### src/rtl/regfile_pkg.sv
// Shared widths, index/data types and the zero-register index for regfile_sb.
package regfile_pkg;

  localparam int DATA_W_DEF = 32;
  localparam int ADDR_W_DEF = 5;
  localparam int REG_ZERO   = 0;

  typedef logic [ADDR_W_DEF-1:0] reg_idx_t;
  typedef logic [DATA_W_DEF-1:0] reg_data_t;

endpackage

### src/rtl/regfile_scoreboard.sv
// Per-register pending bits with a running popcount and a sticky WAW flag.
module regfile_scoreboard
  import regfile_pkg::*;
#(
  parameter int  ADDR_W   = ADDR_W_DEF,
  parameter int  ZERO_REG = 1,
  localparam int DEPTH    = 2**ADDR_W
) (
  input  logic              clk_i,
  input  logic              rst_ni,
  input  logic              wr_en_i,
  input  logic [ADDR_W-1:0] wr_addr_i,
  input  logic              pend_set_i,
  input  logic [ADDR_W-1:0] pend_addr_i,
  output logic [DEPTH-1:0]  pending_o,
  output logic [ADDR_W:0]   pend_count_o,
  output logic              waw_err_o
);

  logic [DEPTH-1:0] pending_q, pending_d;
  logic [ADDR_W:0]  count_q, count_d;
  logic             waw_q, waw_d;
  logic             set_ok_s, clr_ok_s, same_idx_s, inc_s, dec_s;
  logic [DEPTH-1:0] set_mask_s, clr_mask_s;

  // Next-state for pending bits, counter and WAW flag
  always_comb begin
    set_ok_s   = pend_set_i && !((ZERO_REG != 0) && (pend_addr_i == ADDR_W'(REG_ZERO)));
    clr_ok_s   = wr_en_i && !((ZERO_REG != 0) && (wr_addr_i == ADDR_W'(REG_ZERO)));
    same_idx_s = (wr_addr_i == pend_addr_i);
    set_mask_s = set_ok_s ? ({{(DEPTH-1){1'b0}}, 1'b1} << pend_addr_i) : {DEPTH{1'b0}};
    clr_mask_s = clr_ok_s ? ({{(DEPTH-1){1'b0}}, 1'b1} << wr_addr_i) : {DEPTH{1'b0}};
    // Set is applied after clear so a reissue on the retiring index stays pending
    pending_d  = (pending_q & ~clr_mask_s) | set_mask_s;
    inc_s      = set_ok_s && !pending_q[pend_addr_i];
    dec_s      = clr_ok_s && pending_q[wr_addr_i] && !(set_ok_s && same_idx_s);
    case ({inc_s, dec_s})
      2'b10:   count_d = count_q + {{ADDR_W{1'b0}}, 1'b1};
      2'b01:   count_d = count_q - {{ADDR_W{1'b0}}, 1'b1};
      default: count_d = count_q;
    endcase
    waw_d = waw_q || (set_ok_s && pending_q[pend_addr_i] && !(clr_ok_s && same_idx_s));
  end

  // Scoreboard state registers
  always_ff @(posedge clk_i or negedge rst_ni) begin
    if (!rst_ni) begin
      pending_q <= {DEPTH{1'b0}};
      count_q   <= {(ADDR_W+1){1'b0}};
      waw_q     <= 1'b0;
    end else begin
      pending_q <= pending_d;
      count_q   <= count_d;
      waw_q     <= waw_d;
    end
  end

  assign pending_o    = pending_q;
  assign pend_count_o = count_q;
  assign waw_err_o    = waw_q;

endmodule

### src/rtl/regfile_sb.sv
// Multi-read-port register file with pending-write scoreboard.
// Optional same-cycle write-to-read forwarding is enabled by defining RF_BYPASS_EN.
module regfile_sb
  import regfile_pkg::*;
#(
  parameter int  DATA_W   = DATA_W_DEF,
  parameter int  ADDR_W   = ADDR_W_DEF,
  parameter int  ZERO_REG = 1,
  localparam int DEPTH    = 2**ADDR_W
) (
  input  logic              clk_i,
  input  logic              rst_ni,
  input  logic [ADDR_W-1:0] rd_addr_a_i,
  input  logic [ADDR_W-1:0] rd_addr_b_i,
  output logic [DATA_W-1:0] rd_data_a_o,
  output logic [DATA_W-1:0] rd_data_b_o,
  output logic              rd_busy_a_o,
  output logic              rd_busy_b_o,
  input  logic              wr_en_i,
  input  logic [ADDR_W-1:0] wr_addr_i,
  input  logic [DATA_W-1:0] wr_data_i,
  input  logic              pend_set_i,
  input  logic [ADDR_W-1:0] pend_addr_i,
  output logic [ADDR_W:0]   pend_count_o,
  output logic              waw_err_o,
  input  logic [ADDR_W-1:0] dbg_addr_i,
  output logic [DATA_W-1:0] dbg_data_o
);

  logic [DATA_W-1:0] mem_q [DEPTH];
  logic [DEPTH-1:0]  pending_s;
  logic              wr_ok_s;

  function automatic logic is_zero(input logic [ADDR_W-1:0] idx);
    return (ZERO_REG != 0) && (idx == ADDR_W'(REG_ZERO));
  endfunction

  // Returns {busy, data} for one read port
  function automatic logic [DATA_W:0] read_port(input logic [ADDR_W-1:0] idx);
    logic [DATA_W:0] r;
    if (is_zero(idx)) begin
      r = {1'b0, {DATA_W{1'b0}}};
`ifdef RF_BYPASS_EN
    end else if (wr_ok_s && (wr_addr_i == idx)) begin
      r = {1'b0, wr_data_i};
`endif
    end else begin
      r = {pending_s[idx], mem_q[idx]};
    end
    return r;
  endfunction

  assign wr_ok_s = wr_en_i && !is_zero(wr_addr_i);

  regfile_scoreboard #(
    .ADDR_W   (ADDR_W),
    .ZERO_REG (ZERO_REG)
  ) u_sb (
    .clk_i        (clk_i),
    .rst_ni       (rst_ni),
    .wr_en_i      (wr_en_i),
    .wr_addr_i    (wr_addr_i),
    .pend_set_i   (pend_set_i),
    .pend_addr_i  (pend_addr_i),
    .pending_o    (pending_s),
    .pend_count_o (pend_count_o),
    .waw_err_o    (waw_err_o)
  );

  // Register storage
  always_ff @(posedge clk_i or negedge rst_ni) begin
    if (!rst_ni) begin
      for (int i = 0; i < DEPTH; i++) begin
        mem_q[i] <= {DATA_W{1'b0}};
      end
    end else if (wr_ok_s) begin
      mem_q[wr_addr_i] <= wr_data_i;
    end
  end

  // Read ports (forwarding applied inside read_port) and stored-only debug read
  always_comb begin
    {rd_busy_a_o, rd_data_a_o} = read_port(rd_addr_a_i);
    {rd_busy_b_o, rd_data_b_o} = read_port(rd_addr_b_i);
    if (is_zero(dbg_addr_i)) begin
      dbg_data_o = {DATA_W{1'b0}};
    end else begin
      dbg_data_o = mem_q[dbg_addr_i];
    end
  end

endmodule

### config.mk
export PLATFORM = sky130hd
export DESIGN_NAME = regfile_sb
export DESIGN_NICKNAME = d
export VERILOG_FILES = /design/src/rtl/regfile_pkg.sv /design/src/rtl/regfile_scoreboard.sv /design/src/rtl/regfile_sb.sv
export SDC_FILE = /design/constraint.sdc
export NUM_CORES = 2
export LEC_CHECK = 0
export BUFFER_PORTS_ARGS = -buffer_cell sky130_fd_sc_hd__buf_4
export CORE_MARGIN = 10
export CORE_UTILIZATION = 35
export DETAILED_ROUTE_END_ITERATION = 12
export PLACE_DENSITY = 0.51
export REMOVE_ABC_BUFFERS = 1
export SLEW_MARGIN = 20
export SYNTH_ARGS = -nofsm -noshare
export SYNTH_HDL_FRONTEND = slang
export SYNTH_SLANG_ARGS = --single-unit
### constraint.sdc
create_clock -name clk_i -period 4.1 [get_ports clk_i]
set_clock_uncertainty 0.15 [all_clocks]
set_input_delay 0.205 -clock clk_i [delete_from_list [all_inputs] [get_ports clk_i]]
set_output_delay 0.205 -clock clk_i [all_outputs]
set_load 0.01 [all_outputs]
==> results.txt <==
- Status: finished clean
- The number of hold-slack violations in the final timing report came to 0.
- In this run the standard cell core region covers 185,000 sq um.
* Max Root-Sink Buffers: 3
* Total DRC errors in the routed layout: 0
- Total congestion overflow after global routing: 0
- Violation count after the first detailed-route iteration: about 3,000
* Number of failing setup endpoints in the final timing report: 0
- Number of warnings printed during yosys synthesis: 0
- The synthesized netlist contains 40 unique library cells.
* Post-DP HPWL: around 120 mm
- The worst-case IR drop observed on VDD is 458 uV.
- Reg-to-reg slack, setup: 660 ps
* Total leakage power: between 30 and 40 nW
- The later pin in the worst-skew pair is clocked with a latency of around 780 ps.
- The critical path in this run is classified as flop to flop.
- Once the floorplan was initialized, standard cells occupied between 30% and 40% of the core.
- Adding up every negative setup slack in the final design gives 0 ps.
- Across the run, the number of max-cap violations was 0.
- In the synthesized netlist, the number of instances is approximately 4,000.
* Top FF cell, synth: sky130_fd_sc_hd__dfrtp_1
- Based on the critical path, the design can be clocked at up to 290 MHz.
- Net switching fraction of the power: 28.6%
- Height of the die: around 450 um
- Yosys attributes the largest share of cell area to sky130_fd_sc_hd__dfrtp_1 41%, sky130_fd_sc_hd__mux4_2 35%, sky130_fd_sc_hd__mux2_2 17%, sky130_fd_sc_hd__clkbuf_1 1.4%, sky130_fd_sc_hd__buf_2 1.0%.
- The worst pin sits at a relative slew slack of 27.2%.
- Net load switching power: 0.0101 W
* DIE AREA: just over 200,000 sq um
- Number of vias after detailed routing: approximately 40,000
* Number of filler instances in the final layout: around 17,000
- Maximum fanout count along the critical path: 9
- Setup crit start kind: flop
* Area of the mapped netlist: 64,900 sq um
* TritonRoute pass-1 iters: 7
* Initial antenna violation count: 5
- Measured on the finished design, the core utilization comes to 40.1%.
- Final min period: 3440 ps
* Largest net degree at the start of global routing: around 110
- At the pin with the least slew margin, the transition time is 1090 ps.
- Buffers added to address setup during post-CTS repair amount to 0.
- Routability cong.: 0.780
- Mean number of vias per cell: 6.09
- The number of max-slew violations in the final report is 0.
- Count of placed standard cells in the final layout, fillers left out: 6,629
- The via count of the first global-routing pass was 42,548.
* Clock-pin slew on the worst setup and hold paths: approximately 60 ps
- Class of the tightest hold or removal check: input pin to flop
- Clk sink count: 1,063
* Number of I/O pins: 166
- In this run the tool buffered the top-level ports with 165 buffer cells.
- Cts repair resizes: 0
- The net count of the finished layout is approximately 4,100.
- Unrepaired setup endpoints after global routing: false
- The share of total power dissipated in sequential elements is 40.5%.
- The first global-routing pass estimated 317 mm of wire.
- The die is 451 um wide.
- Overall Global Routing Usage: 21.1%
* Count of flip-flops with a built-in enable after synthesis: 0
* Critical path data required time: ~4700 ps
* CTS root buffer: sky130_fd_sc_hd__clkbuf_16
- Kind of end point of the critical path: flop
* Portion of synthesized cell area occupied by the leading cell type: 41.0%
- Post-synthesis average cell area: 16.2 sq um
- Yosys top cell by area: sky130_fd_sc_hd__dfrtp_1
* Number of nets with antenna violations after detailed routing: 0
- Per report_power, the combinational group accounts for 25.4% of the total.
- Area Growth Syn to Fin: 14.3%
- Internal power: 0.0253 W
- Yosys reg bits: 1,063
- TritonCTS built the clock tree.
- For this design the ratio of total power to cell area is 477 nW/um^2.
* Async set or reset register ratio after synthesis: 100%
* Final Cycle Share: 84.0%
- Cells with a size suffix above 1 make up 61.6% of the layout.
- Endpoint arrival time on the critical path: 4000 ps
- The number of placed instances, taps included, is 6,331.
* Floorplan row count: 158
- Clock share of power: about a third
- In the final routed layout, each cell accounts on average for approximately 33 um.
* Register area share after synthesis: between 40% and 50%
- On the final layout, the worst hold slack is about 62 ps.
- Number of buffers created by CTS: between 100 and 150
- Summed over all layers, the routed wires come to around 220 mm.
* # H-tree levels: 4
## flip-flops by register name, summed over array words and instances (netlist names)
name	flops
u_sb.pending_o	32
u_sb.pend_count_o	6
mem_q	1024
u_sb.waw_err_o	1
## cell type report
class	instances	area (sq um)	share of cell area, %
multi-input combinational	2363	35900	48.3
sequential	1063	26600	35.8
clock buffer	191	3880	5.22
timing repair buffer	373	3760	5.07
tap	2480	3100	4.18
clock inverter	51	634	0.854
inverter	106	398	0.536
antenna	2	5.00	0.00674
## routing by layer
| metal | part of all wire (%) | up-vias | global-route usage (%) |
|---|---|---|---|
| li1 | - | 16110 | - |
| met1 | 44 | 22631 | 29.8 |
| met2 | 48 | 1254 | 33.5 |
| met3 | 5.1 | 342 | 3.25 |
| met4 | 3.1 | 2 | 6.55 |
| met5 | 0.0060 | - | 0 |
## path summary, 6_finish.rpt
path                                               from                                to  cells past startpoint
max                        u_sb.pending_o[11]$_DFF_PN0_  u_sb.pend_count_o[5]$_DFFE_PN0P_                     11
min                                        wr_addr_i[0]       u_sb.pending_o[3]$_DFF_PN0_                      4
max reg2reg                u_sb.pending_o[11]$_DFF_PN0_  u_sb.pend_count_o[5]$_DFFE_PN0P_                     11
min reg2reg                     mem_q[1014]$_DFFE_PN0P_           mem_q[1014]$_DFFE_PN0P_                      0
max in group asynchronous                        rst_ni            mem_q[848]$_DFFE_PN0P_                      4
min in group asynchronous                        rst_ni            mem_q[173]$_DFFE_PN0P_                      3
## logic make-up after synthesis
logic type	Yosys count	synth area share [%]
mux	1996	51.9
flops	1063	41.0
buf+inv	590	4.21
simple gates	191	1.33
compound gates	160	1.33
xor+xnor	10	0.135
fa+ha+maj	6	0.127
## worst max-delay path: stages, from the launching register on
cell and delay [ps]:
sky130_fd_sc_hd__dfrtp_1 410, sky130_fd_sc_hd__mux4_2 530, sky130_fd_sc_hd__mux4_2 490, sky130_fd_sc_hd__mux2i_1 160, sky130_fd_sc_hd__a211oi_1 70, sky130_fd_sc_hd__ha_1 310
sky130_fd_sc_hd__ha_1 310, sky130_fd_sc_hd__a21o_1 110, sky130_fd_sc_hd__a21oi_1 90, sky130_fd_sc_hd__or4_1 480, sky130_fd_sc_hd__nand3_1 110, sky130_fd_sc_hd__xor2_1 140
## timing repair
item	CTS	global route
setup endpoints to repair	0	0
hold endpoints to repair	1201	0
hold buffers	54	0
## power groups by stage
stage	registers (W)	clock network [W]	logic [W]
3_5_place_dp	0.0145	0	0.00902
5_1_grt	0.0147	0.0128	0.00960
6_report	0.0144	0.0121	0.00899
3_3_place_gp	0.0144	0	0.00892
2_1_floorplan	0.0139	0	0.00613
4_1_cts	0.0143	0.0124	0.00910
## cell usage after synthesis, types with 2 or more instances
library cell               number
sky130_fd_sc_hd__a21oi_1        2
sky130_fd_sc_hd__a22o_1         9
sky130_fd_sc_hd__and3b_1        2
sky130_fd_sc_hd__buf_1         29
sky130_fd_sc_hd__buf_2        134
sky130_fd_sc_hd__buf_4         49
sky130_fd_sc_hd__buf_6         22
sky130_fd_sc_hd__clkbuf_1     250
sky130_fd_sc_hd__dfrtp_1     1063
sky130_fd_sc_hd__ha_1           5
sky130_fd_sc_hd__inv_1        106
sky130_fd_sc_hd__mux2_1         9
sky130_fd_sc_hd__mux2_2       984
sky130_fd_sc_hd__mux2i_1        5
sky130_fd_sc_hd__mux4_2       998
sky130_fd_sc_hd__nand2_1      120
sky130_fd_sc_hd__nand2b_1       6
sky130_fd_sc_hd__nand3_1        9
sky130_fd_sc_hd__nand3b_1       2
sky130_fd_sc_hd__nand4_1        3
sky130_fd_sc_hd__nand4b_1       5
sky130_fd_sc_hd__nor2_1        22
sky130_fd_sc_hd__nor2b_1        7
sky130_fd_sc_hd__nor3_1         4
sky130_fd_sc_hd__nor3b_1        4
sky130_fd_sc_hd__nor4b_1        2
sky130_fd_sc_hd__o21ai_0       43
sky130_fd_sc_hd__o21ai_1       98
sky130_fd_sc_hd__o41ai_1        4
sky130_fd_sc_hd__or2_2          2
sky130_fd_sc_hd__xnor2_1        5
sky130_fd_sc_hd__xor2_1         5
## cell usage in the layout (no fill, tap or decap), types with 3 or more instances in the layout
master                          count
sky130_fd_sc_hd__dlygate4sd3_1     53
sky130_fd_sc_hd__a22o_1             9
sky130_fd_sc_hd__inv_6              6
sky130_fd_sc_hd__o21ai_1           98
sky130_fd_sc_hd__buf_8              7
sky130_fd_sc_hd__o21ai_0           43
sky130_fd_sc_hd__nor2b_1            5
sky130_fd_sc_hd__nand3_1            8
sky130_fd_sc_hd__mux2_2           984
sky130_fd_sc_hd__mux2i_1            5
sky130_fd_sc_hd__ha_1               5
sky130_fd_sc_hd__mux4_2           998
sky130_fd_sc_hd__buf_4            248
sky130_fd_sc_hd__nor3b_1            4
sky130_fd_sc_hd__nor2_1             6
sky130_fd_sc_hd__clkinv_8           4
sky130_fd_sc_hd__inv_16             5
sky130_fd_sc_hd__mux2_1             9
sky130_fd_sc_hd__nor2_4            16
sky130_fd_sc_hd__clkbuf_16        133
sky130_fd_sc_hd__xor2_1             5
sky130_fd_sc_hd__nand4_1            3
sky130_fd_sc_hd__nand2_4           11
sky130_fd_sc_hd__clkbuf_1          25
sky130_fd_sc_hd__nand2_1          109
sky130_fd_sc_hd__nor3_1             4
sky130_fd_sc_hd__o41ai_2            3
sky130_fd_sc_hd__clkbuf_8          36
sky130_fd_sc_hd__inv_1            106
sky130_fd_sc_hd__nand4b_1           5
sky130_fd_sc_hd__clkinv_2          23
sky130_fd_sc_hd__xnor2_1            5
sky130_fd_sc_hd__bufinv_16          9
sky130_fd_sc_hd__buf_12            58
sky130_fd_sc_hd__dfrtp_1         1063
sky130_fd_sc_hd__clkinvlp_4         3
sky130_fd_sc_hd__nand2b_1           6
sky130_fd_sc_hd__buf_6              3
## metrics by stage
step / cell area (sq um) / worst slack (ps) / total power [W]
after floorplan: 62600 / 528 / 0.0200
after global placement: 69200 / 438 / 0.0233
after detailed placement: 69200 / 468 / 0.0235
after CTS: 74200 / 649 / 0.0358
after global routing: 74200 / 490 / 0.0371
final: 74200 / 655 / 0.0355
(Power assumes the default switching activity.)
